**config.mk**
```make
export PLATFORM = sky130hd
export DESIGN_NAME = uart_word_rx
export DESIGN_NICKNAME = d
export VERILOG_FILES = /design/src/rtl/uart_pkg.sv /design/src/rtl/uart_byte_rx.sv /design/src/rtl/uart_word_rx.sv
export SDC_FILE = /design/constraint.sdc
export NUM_CORES = 1
export LEC_CHECK = 0
export ABC_AREA = 1
export ABC_CLOCK_PERIOD_IN_PS = 1970
export CORE_ASPECT_RATIO = 0.75
export CORE_MARGIN = 1.5
export CORE_UTILIZATION = 32
export CTS_BUF_LIST = sky130_fd_sc_hd__clkbuf_4 sky130_fd_sc_hd__clkbuf_8
export CTS_CLUSTER_SIZE = 12
export DETAILED_ROUTE_END_ITERATION = 8
export HOLD_SLACK_MARGIN = 0.06
export SYNTH_ARGS = -nofsm -noshare
export SYNTH_HDL_FRONTEND = slang
export SYNTH_SLANG_ARGS = --single-unit
```
**constraint.sdc**
```tcl
create_clock -name clk -period 1.97 [get_ports clk]
set_input_delay 0.197 -clock clk [delete_from_list [all_inputs] [get_ports clk]]
set_output_delay 0.197 -clock clk [all_outputs]
set_load 0.005 [all_outputs]
```
**src/rtl/uart_pkg.sv**
```systemverilog
// Shared types and constants for the UART word receiver.
// Imported by the byte deserialiser and the word assembler.
`timescale 1ns/1ps
package uart_pkg;

    typedef enum logic [1:0] {
        IDLE  = 2'd0,
        START = 2'd1,
        DATA  = 2'd2,
        STOP  = 2'd3
    } uart_state_t;

    localparam int UART_DATA_BITS    = 8;
    localparam int UART_CLKS_PER_BIT = 217;

endpackage

```
**src/rtl/uart_byte_rx.sv**
```systemverilog
// 8N1 byte deserialiser: synchroniser, bit timer, FSM, shift register.
// byte_stb/byte_err are single-cycle strobes on the stop-bit sample cycle.
`timescale 1ns/1ps
module uart_byte_rx
    import uart_pkg::*;
#(
    parameter int CLKS_PER_BIT = UART_CLKS_PER_BIT
) (
    input  logic       clk,
    input  logic       reset,
    input  logic       rx,
    output logic [7:0] byte_data,
    output logic       byte_stb,
    output logic       byte_err
);

    localparam int TW = $clog2(CLKS_PER_BIT);
    localparam logic [TW-1:0] T_FULL = TW'(CLKS_PER_BIT - 1);
    localparam logic [TW-1:0] T_HALF = TW'(CLKS_PER_BIT / 2 - 1);
    localparam logic [2:0] LAST_BIT = 3'(UART_DATA_BITS - 1);

    uart_state_t   state_q, state_d;
    logic [TW-1:0] timer_q, timer_d;
    logic [2:0]    bit_q, bit_d;
    logic [7:0]    shift_q, shift_d;
    logic          s1_q, s2_q;
    logic [1:0]    fill_q;
    logic          armed_q, armed_d;
    logic          rxs;

    assign rxs       = s2_q;
    assign byte_data = shift_q;

    // Synchroniser, fill tracker and FSM state registers.
    // fill_q marks when rxs reflects real line samples rather than
    // reset values, so a low line at reset release never arms the FSM.
    always_ff @(posedge clk) begin
        if (!reset) begin
            s1_q    <= 1'b1;
            s2_q    <= 1'b1;
            fill_q  <= 2'b00;
            armed_q <= 1'b0;
            state_q <= IDLE;
            timer_q <= '0;
            bit_q   <= '0;
            shift_q <= '0;
        end else begin
            s1_q    <= rx;
            s2_q    <= s1_q;
            fill_q  <= {fill_q[0], 1'b1};
            armed_q <= armed_d;
            state_q <= state_d;
            timer_q <= timer_d;
            bit_q   <= bit_d;
            shift_q <= shift_d;
        end
    end

    // Next-state, bit timing and stop-bit strobes.
    always_comb begin
        state_d  = state_q;
        timer_d  = timer_q;
        bit_d    = bit_q;
        shift_d  = shift_q;
        byte_stb = 1'b0;
        byte_err = 1'b0;
        armed_d  = armed_q | (fill_q[1] & rxs);
        unique case (state_q)
            IDLE: begin
                if (armed_q && !rxs) begin
                    timer_d = T_HALF;
                    state_d = START;
                end
            end
            START: begin
                if (timer_q == '0) begin
                    if (rxs) begin
                        state_d = IDLE;
                    end else begin
                        timer_d = T_FULL;
                        bit_d   = '0;
                        state_d = DATA;
                    end
                end else begin
                    timer_d = timer_q - 1'b1;
                end
            end
            DATA: begin
                if (timer_q == '0) begin
                    shift_d = {rxs, shift_q[7:1]};
                    timer_d = T_FULL;
                    bit_d   = bit_q + 1'b1;
                    if (bit_q == LAST_BIT) begin
                        state_d = STOP;
                    end
                end else begin
                    timer_d = timer_q - 1'b1;
                end
            end
            STOP: begin
                if (timer_q == '0) begin
                    byte_stb = rxs;
                    byte_err = !rxs;
                    state_d  = IDLE;
                end else begin
                    timer_d = timer_q - 1'b1;
                end
            end
            default: state_d = IDLE;
        endcase
    end

endmodule

```
**src/rtl/uart_word_rx.sv**
```systemverilog
// UART word receiver: assembles little-endian bytes into words and
// offers them on a valid/ready port with framing/overrun status.
`timescale 1ns/1ps
module uart_word_rx
    import uart_pkg::*;
#(
    parameter int WORD_SIZE    = 16,
    parameter int CLKS_PER_BIT = UART_CLKS_PER_BIT
) (
    input  logic                 clk,
    input  logic                 reset,
    input  logic                 rx,
    output logic [WORD_SIZE-1:0] out_data,
    output logic                 out_valid,
    input  logic                 out_ready,
    output logic                 frame_err,
    output logic                 overrun
);

    localparam int LANES = WORD_SIZE / 8;
    localparam int CW    = (LANES > 1) ? $clog2(LANES) : 1;
    localparam logic [CW-1:0] LAST_LANE = CW'(LANES - 1);

    logic [7:0]           byte_data;
    logic                 byte_stb;
    logic                 byte_err;

    logic [WORD_SIZE-1:0] asm_q, asm_d;
    logic [CW-1:0]        cnt_q, cnt_d;
    logic [WORD_SIZE-1:0] data_q, data_d;
    logic                 valid_q, valid_d;
    logic                 ferr_q, ferr_d;
    logic                 ovr_q, ovr_d;
    logic                 drain;

    uart_byte_rx #(
        .CLKS_PER_BIT(CLKS_PER_BIT)
    ) u_byte (
        .clk      (clk),
        .reset    (reset),
        .rx       (rx),
        .byte_data(byte_data),
        .byte_stb (byte_stb),
        .byte_err (byte_err)
    );

    assign out_data  = data_q;
    assign out_valid = valid_q;
    assign frame_err = ferr_q;
    assign overrun   = ovr_q;

    // Assembly, output buffer and status registers.
    always_ff @(posedge clk) begin
        if (!reset) begin
            asm_q   <= '0;
            cnt_q   <= '0;
            data_q  <= '0;
            valid_q <= 1'b0;
            ferr_q  <= 1'b0;
            ovr_q   <= 1'b0;
        end else begin
            asm_q   <= asm_d;
            cnt_q   <= cnt_d;
            data_q  <= data_d;
            valid_q <= valid_d;
            ferr_q  <= ferr_d;
            ovr_q   <= ovr_d;
        end
    end

    // Lane store, word completion and handshake; a completing word
    // wins over a same-cycle drain so out_valid stays high.
    always_comb begin
        asm_d   = asm_q;
        cnt_d   = cnt_q;
        data_d  = data_q;
        valid_d = valid_q;
        ovr_d   = ovr_q;
        ferr_d  = byte_err;
        drain   = valid_q & out_ready;
        if (drain) begin
            valid_d = 1'b0;
        end
        if (byte_err) begin
            cnt_d = '0;
        end else if (byte_stb) begin
            asm_d[{cnt_q, 3'b000} +: 8] = byte_data;
            if (cnt_q == LAST_LANE) begin
                cnt_d = '0;
                if (!valid_q || drain) begin
                    data_d  = asm_d;
                    valid_d = 1'b1;
                end else begin
                    ovr_d = 1'b1;
                end
            end else begin
                cnt_d = cnt_q + 1'b1;
            end
        end
    end

endmodule
```
==> metrics.txt, run 1 <==
status finished clean; Worst Skew 0.00874 ns; GRT Util Overall 14.3%; Worst EP arrival 1.91 ns; Post-synth top cells dfxtp_1 (62), nand2_1 (59), a21oi_1 (53); most numerous cell in the Yosys netlist dfxtp_1; Max Cap Viol 0; clock slew at reported path FFs 0.07 ns; crit-path max cell delay 0.40 ns; share of the synthesized area in the top cell type 44.9%; CTS Buf Count 9; CP bufs+invs 1; RSZ-0062 raised after global routing no; worst setup margin 0.289 ns; vias in the first global route 2112; Worst R2R Setup Slack 0.29 ns; Hold Path Class flop to flop; fin area 3350 sq um; critical path class flop to flop; Total Power 0.00385 W; Initial Util 32.8%; sw frac 33.5%; port bufs 22; Yosys reg bits 62; CTS tree built; via count 2354; post-CTS sizing 0; YS warnings 0; drt total wl 6070 microns; VDD IR max 0.000400 V; DRT iter0 DRCs 151; crit start category flop; hold_ws 0.412 ns; Vias/cell 4.64; ys flop type dfxtp_1; Clock Latency Late Sink 0.34 ns; area grow syn2layout 21.1%; Tcrit/Tclk final 85.3%; initial antenna violation count 0; Syn Std Cell Area 2760 sq um; combinational power share 28.1%; DRC Markers 0; sequential power share 36.4%; Internal 0.00256 W; top fanout value on the critical path 5; Final Hold Vio Count 0; area of the core 8420 sq um; post-synthesis sequential area ratio 44.9%; crit-path cells inv_1 > ha_1 > or2_2 > o21ai_1 > nand3_1 > a21oi_1 > nor2_1; top cells by area, synth dfxtp_1 (45%), a21oi_1 (9.6%), o21ai_0 (8.1%); Post-DP HPWL 4210 microns; antenna-violating nets left 0; Setup TNS 0 ns; min cycle time layout 1.68 ns; pre-CTS setup slack 0.220 ns; sequential cell area 1240 sq um; Mapped Avg Cell Area 7.47 sq um; nets 406; Placer Congestion 0.848; net switching power 0.00129 W; first drt pass iteration count 4; Slew @ Worst Pin 0.527 ns; FP Rows 29; remaining global-route overflow 0; Slew Limit Fails 0; LEAKAGE 1.30 nW; Syn Inst Count 370; cell family with most CP delay simple AND/OR/NAND/NOR gates; ant diodes 0; number of flops mapped to enable cells by yosys 0; Async S/R FF share, synth 0%; root buf cell clkbuf_8; PD cells 1150 nW/um^2; Worst Setup End Kind flop; max_slew headroom 64.5%; I/O pins 23; Clock Tree Buf Depth 2; Clk pwr share 35.5%; data required time at the worst endpoint 2.20 ns; clock sink count 62; Post-Place Cell Area 3100 sq um; hold buffers post-CTS 0; Fill cells 852; layout cell share with drive strength beyond 1 10.5%; WL/cell 12.0 microns; syn_nets 382; H-tree depth 3; fmax 0.595 GHz; pin count of the biggest net entering global routing 38; Die Footprint 9210 sq um; multi-input gate area in the final layout 1270 sq um; cell taking the most area after synthesis dfxtp_1; Post-CTS Setup Inserts 0; first-pass GRT wire length 10300 microns; critical path's slowest cell dfxtp_1; Setup Viol. Count Final 0; count of cell types in the netlist 33; Die Y 83.5 microns; chip width 110 microns
==> metrics by stage <==
stage / instances / utilization, %
6_report: 507 / 39.8
5_1_grt: 507 / 39.8
4_1_cts: 507 / 39.8
3_5_place_dp: 491 / 36.8
3_3_place_gp: 491 / 36.8
2_1_floorplan: 370 / -
==> state kept, by name (all words and copies together) (netlist names), 2 cells and up, named ones only <==
name and cells:
asm_q 16, out_data 16, u_byte.bit_q 3, u_byte.byte_data 8
u_byte.fill_q 2, u_byte.timer_q 8
==> power groups by stage <==
stage                     Clock, W  Sequential [W]  Combinational, W
after floorplan                  0         0.00141          0.000879
after global placement           0         0.00143           0.00106
after detailed placement         0         0.00143           0.00107
after CTS                  0.00140         0.00140           0.00108
after global routing       0.00146         0.00141           0.00121
final                      0.00137         0.00140           0.00108
==> final cells by class <==
type	instances	share of cell area, %
Clock buffer	9	3.70
Tap cell	108	4.04
Multi-Input combinational cell	245	38.0
Clock inverter	7	3.63
Sequential cell	62	37.1
Inverter	46	5.20
Timing Repair Buffer	30	8.37
==> worst reg2reg max path, cell delays in order (launching register included) <==
cell and delay [ns]:
dfxtp_1 0.40, inv_1 0.08, ha_1 0.22, or2_2 0.30, o21ai_1 0.21, nand3_1 0.12
a21oi_1 0.17, nor2_1 0.06
==> per-layer routing <==
metal	global-route usage [%]	share of wire, %	wire [microns]
met2	18.7	40	2410
met5	0	0	0
met3	3.98	3.0	182
met1	22.1	56	3420
met4	4.55	1.0	61
==> final timing paths <==
| check | start | to | cells after the start |
|---|---|---|---|
| max | u_byte.state_q[0]$_SDFFE_PN0P_ | flop | 7 |
| min | u_byte.fill_q[0]$_DFF_P_ | u_byte.fill_q[1]$_SDFF_PN0_ | 2 |
| max reg2reg | u_byte.state_q[0]$_SDFFE_PN0P_ | flop | 7 |
| min reg2reg | u_byte.fill_q[0]$_DFF_P_ | u_byte.fill_q[1]$_SDFF_PN0_ | 2 |
==> placed cells by master (no fill, tap or decap), types with 3 or more instances in the layout <==
master,count
nand3_1,22
buf_4,8
inv_1,44
o21ai_0,44
ha_1,8
or2_2,3
nor2_1,28
o21ai_1,6
bufinv_16,3
a21oi_1,53
clkdlybuf4s50_1,22
dfxtp_1,62
nand2_1,59
clkbuf_8,9
nor2_2,3
==> logic make-up (layout without fill, tap and decap cells) <==
kind of cell	after synthesis	in the layout	share of synthesized area [%]
buf+inv	63	92	9.10
compound gates	108	108	20.1
simple gates	127	127	21.6
xor+xnor	2	2	0.634
flops	62	62	44.9
fa+ha+maj	8	8	3.62
Power figures use the tool's default switching activity.
==> run 2, diff against run 1 <==
--- a/config.mk
+++ b/config.mk
@@ -8,4 +8,5 @@
 export ABC_AREA = 1
 export ABC_CLOCK_PERIOD_IN_PS = 1970
+export CAP_MARGIN = 20
 export CORE_ASPECT_RATIO = 0.75
 export CORE_MARGIN = 1.5
==> constraint.sdc (replaced) <==
create_clock -name clk -period 1.97 [get_ports clk]
set_input_delay 0.197 -clock clk [delete_from_list [all_inputs] [get_ports clk]]
set_output_delay 0.197 -clock clk [all_outputs]
set_load 0.02 [all_outputs]
==> results of run 2 <==
Same layout as run 1 (identical final DEF). Status: finished clean.
==> edit: new RTL, config.mk and constraints of run 1 <==
Take the reset off `data_q` and load it in a clocked block of its own.
--- a/src/rtl/uart_word_rx.sv
+++ b/src/rtl/uart_word_rx.sv
@@ -54,18 +54,20 @@
         if (!reset) begin
             asm_q   <= '0;
             cnt_q   <= '0;
-            data_q  <= '0;
             valid_q <= 1'b0;
             ferr_q  <= 1'b0;
             ovr_q   <= 1'b0;
         end else begin
             asm_q   <= asm_d;
             cnt_q   <= cnt_d;
-            data_q  <= data_d;
             valid_q <= valid_d;
             ferr_q  <= ferr_d;
             ovr_q   <= ovr_d;
         end
+    end
+
+    always_ff @(posedge clk) begin
+        data_q <= data_d;
     end
 
     // Lane store, word completion and handshake; a completing word
Function: same outputs for any inputs over 10 cycles, from zero or initial values and one cycle with reset low; that may be too few to reach the edited logic, so the function may still have changed.
==> edit against run 1 <==
  * Die area decreased by 0.79%
  * Design area shrank 1.1%
  * Highest routed layer unchanged
  * Critical path type unchanged
  * Clock skew about the same
  * Setup slack worse by 110 ps
  * Power shrank 1.9%
  * Area after synthesis shrank 0.81%
  * Sequential cell count unchanged
  * Wire length is 5.4% lower
  * Utilization down 0.28 points
==> edit: results (changes against run 1) <==
Global route
The total routing resource utilization after global routing is 13.8% (was 14.3%). The global-route wire length before repair is 9680 um (was 10300 um). The via count of the first global-routing pass is 2019 (was 2112). The maximum number of pins on one net before global-route repair was 34 (was 38).

Power
The largest vdd supply drop is 0.000467 V (was 0.000400 V).

Run status
Status: finished, final reports clean (unchanged).

Yosys
The number of enable flip-flop cells after synthesis is 16 (was 0). Commonest cells in the netlist: sky130_fd_sc_hd__nand2_1 (53), sky130_fd_sc_hd__inv_1 (52), sky130_fd_sc_hd__dfxtp_1 (46) (was sky130_fd_sc_hd__dfxtp_1 (62), sky130_fd_sc_hd__nand2_1 (59), sky130_fd_sc_hd__a21oi_1 (53)). The instance count of the mapped netlist came to 335 (was 370). The count of cell types in the netlist was 27 (was 33). The net count of the mapped netlist is 347 (was 382). The post-synthesis sequential area ratio is 51.1% (was 44.9%).

Drt
The detailed-route wire length per cell was 12.1 um (was 12.0 um). The violation count after the first detailed-routing iteration is 99 (was 151).

Hold path
The critical hold path startpoint is u_byte.s1_q$_SDFF_PN1_ (was u_byte.fill_q[0]$_DFF_P_). The worst-case hold path end point is u_byte.rxs$_SDFF_PN1_ (was u_byte.fill_q[1]$_SDFF_PN0_).

Place
The placed instance count is 458 (was 491). The HPWL after detailed placement is 3950 um (was 4210 um). The pre-CTS worst setup slack was 81.1 ps (was 220 ps).

The weighted congestion at the end of routability-driven global placement is 0.913 (was 0.848).

Layout
The count of fill cells added during filler insertion is 830 (was 852). The final core utilization is 39.5% (was 39.8%). The number of non-filler instances in the completed layout is 475 (was 507).

Setup path
The critical path arrival is 1860 ps (was 1910 ps). The launch point of the worst reg-to-reg path is u_byte.timer_q[0]$_SDFFE_PN0P_ (was u_byte.state_q[0]$_SDFFE_PN0P_). The largest fanout of any net on the critical path was 16 (was 5). The delay of the slowest cell on the worst path is 330 ps (was 400 ps).

STA
The normalized max-slew margin is 72.4% (was 64.5%).
==> edit: changes by cell type in the layout (fill, tap and decap cells not counted), moves of 3 or more <==
cell	change
sky130_fd_sc_hd__buf_4	-3
sky130_fd_sc_hd__edfxtp_1	+16
sky130_fd_sc_hd__inv_1	+6
sky130_fd_sc_hd__dfxtp_1	-16
sky130_fd_sc_hd__nand3_1	-11
sky130_fd_sc_hd__nand2_1	-7
sky130_fd_sc_hd__o21ai_1	+12
sky130_fd_sc_hd__nor2_1	-5
sky130_fd_sc_hd__nor2_4	+3
sky130_fd_sc_hd__a21oi_1	-12
sky130_fd_sc_hd__o21ai_0	-12
==> edit: what timing repair did <==
item | in CTS | in global routing
setup buffers | 0 | 1
gates resized for setup | 0 | 5
endpoints found under the setup margin | 0 | 18
==> edit: kinds of logic (layout without fill, tap and decap cells) <==
family	after synthesis	count (layout)	synth area share, %
AND/OR/NAND/NOR	105	105	17.4
AO/OA/AOI/OAI	93	93	17.2
buffers and inverters	66	98	10.4
flip-flops	62	62	51.1
adder cells (fa/ha/maj)	8	8	3.65
XOR/XNOR	1	1	0.320
==> edit: power by group <==
part	internal (W)	switching (W)
logic	0.000390	0.000699
clock network	0.000715	0.000527
registers	0.00137	0.0000739
total	0.00248	0.00130
==> edit: final cells by class <==
class                      instances  area share (%)
clock buffer                       9            3.74
clock inverter                     7            2.95
inverter                          54            6.12
multi-input combinational        207            32.4
sequential                        62            42.3
tap                              108            4.08
timing repair buffer              28            8.39
==> edit: layer usage <==
layer | up-vias | track usage [%] | wire length, um
li1 | 1138 | - | -
met1 | 1028 | 20.0 | 3000
met2 | 30 | 19.3 | 2440
met3 | 9 | 4.24 | 211
met4 | 0 | 4.96 | 97
met5 | - | 0 | 0
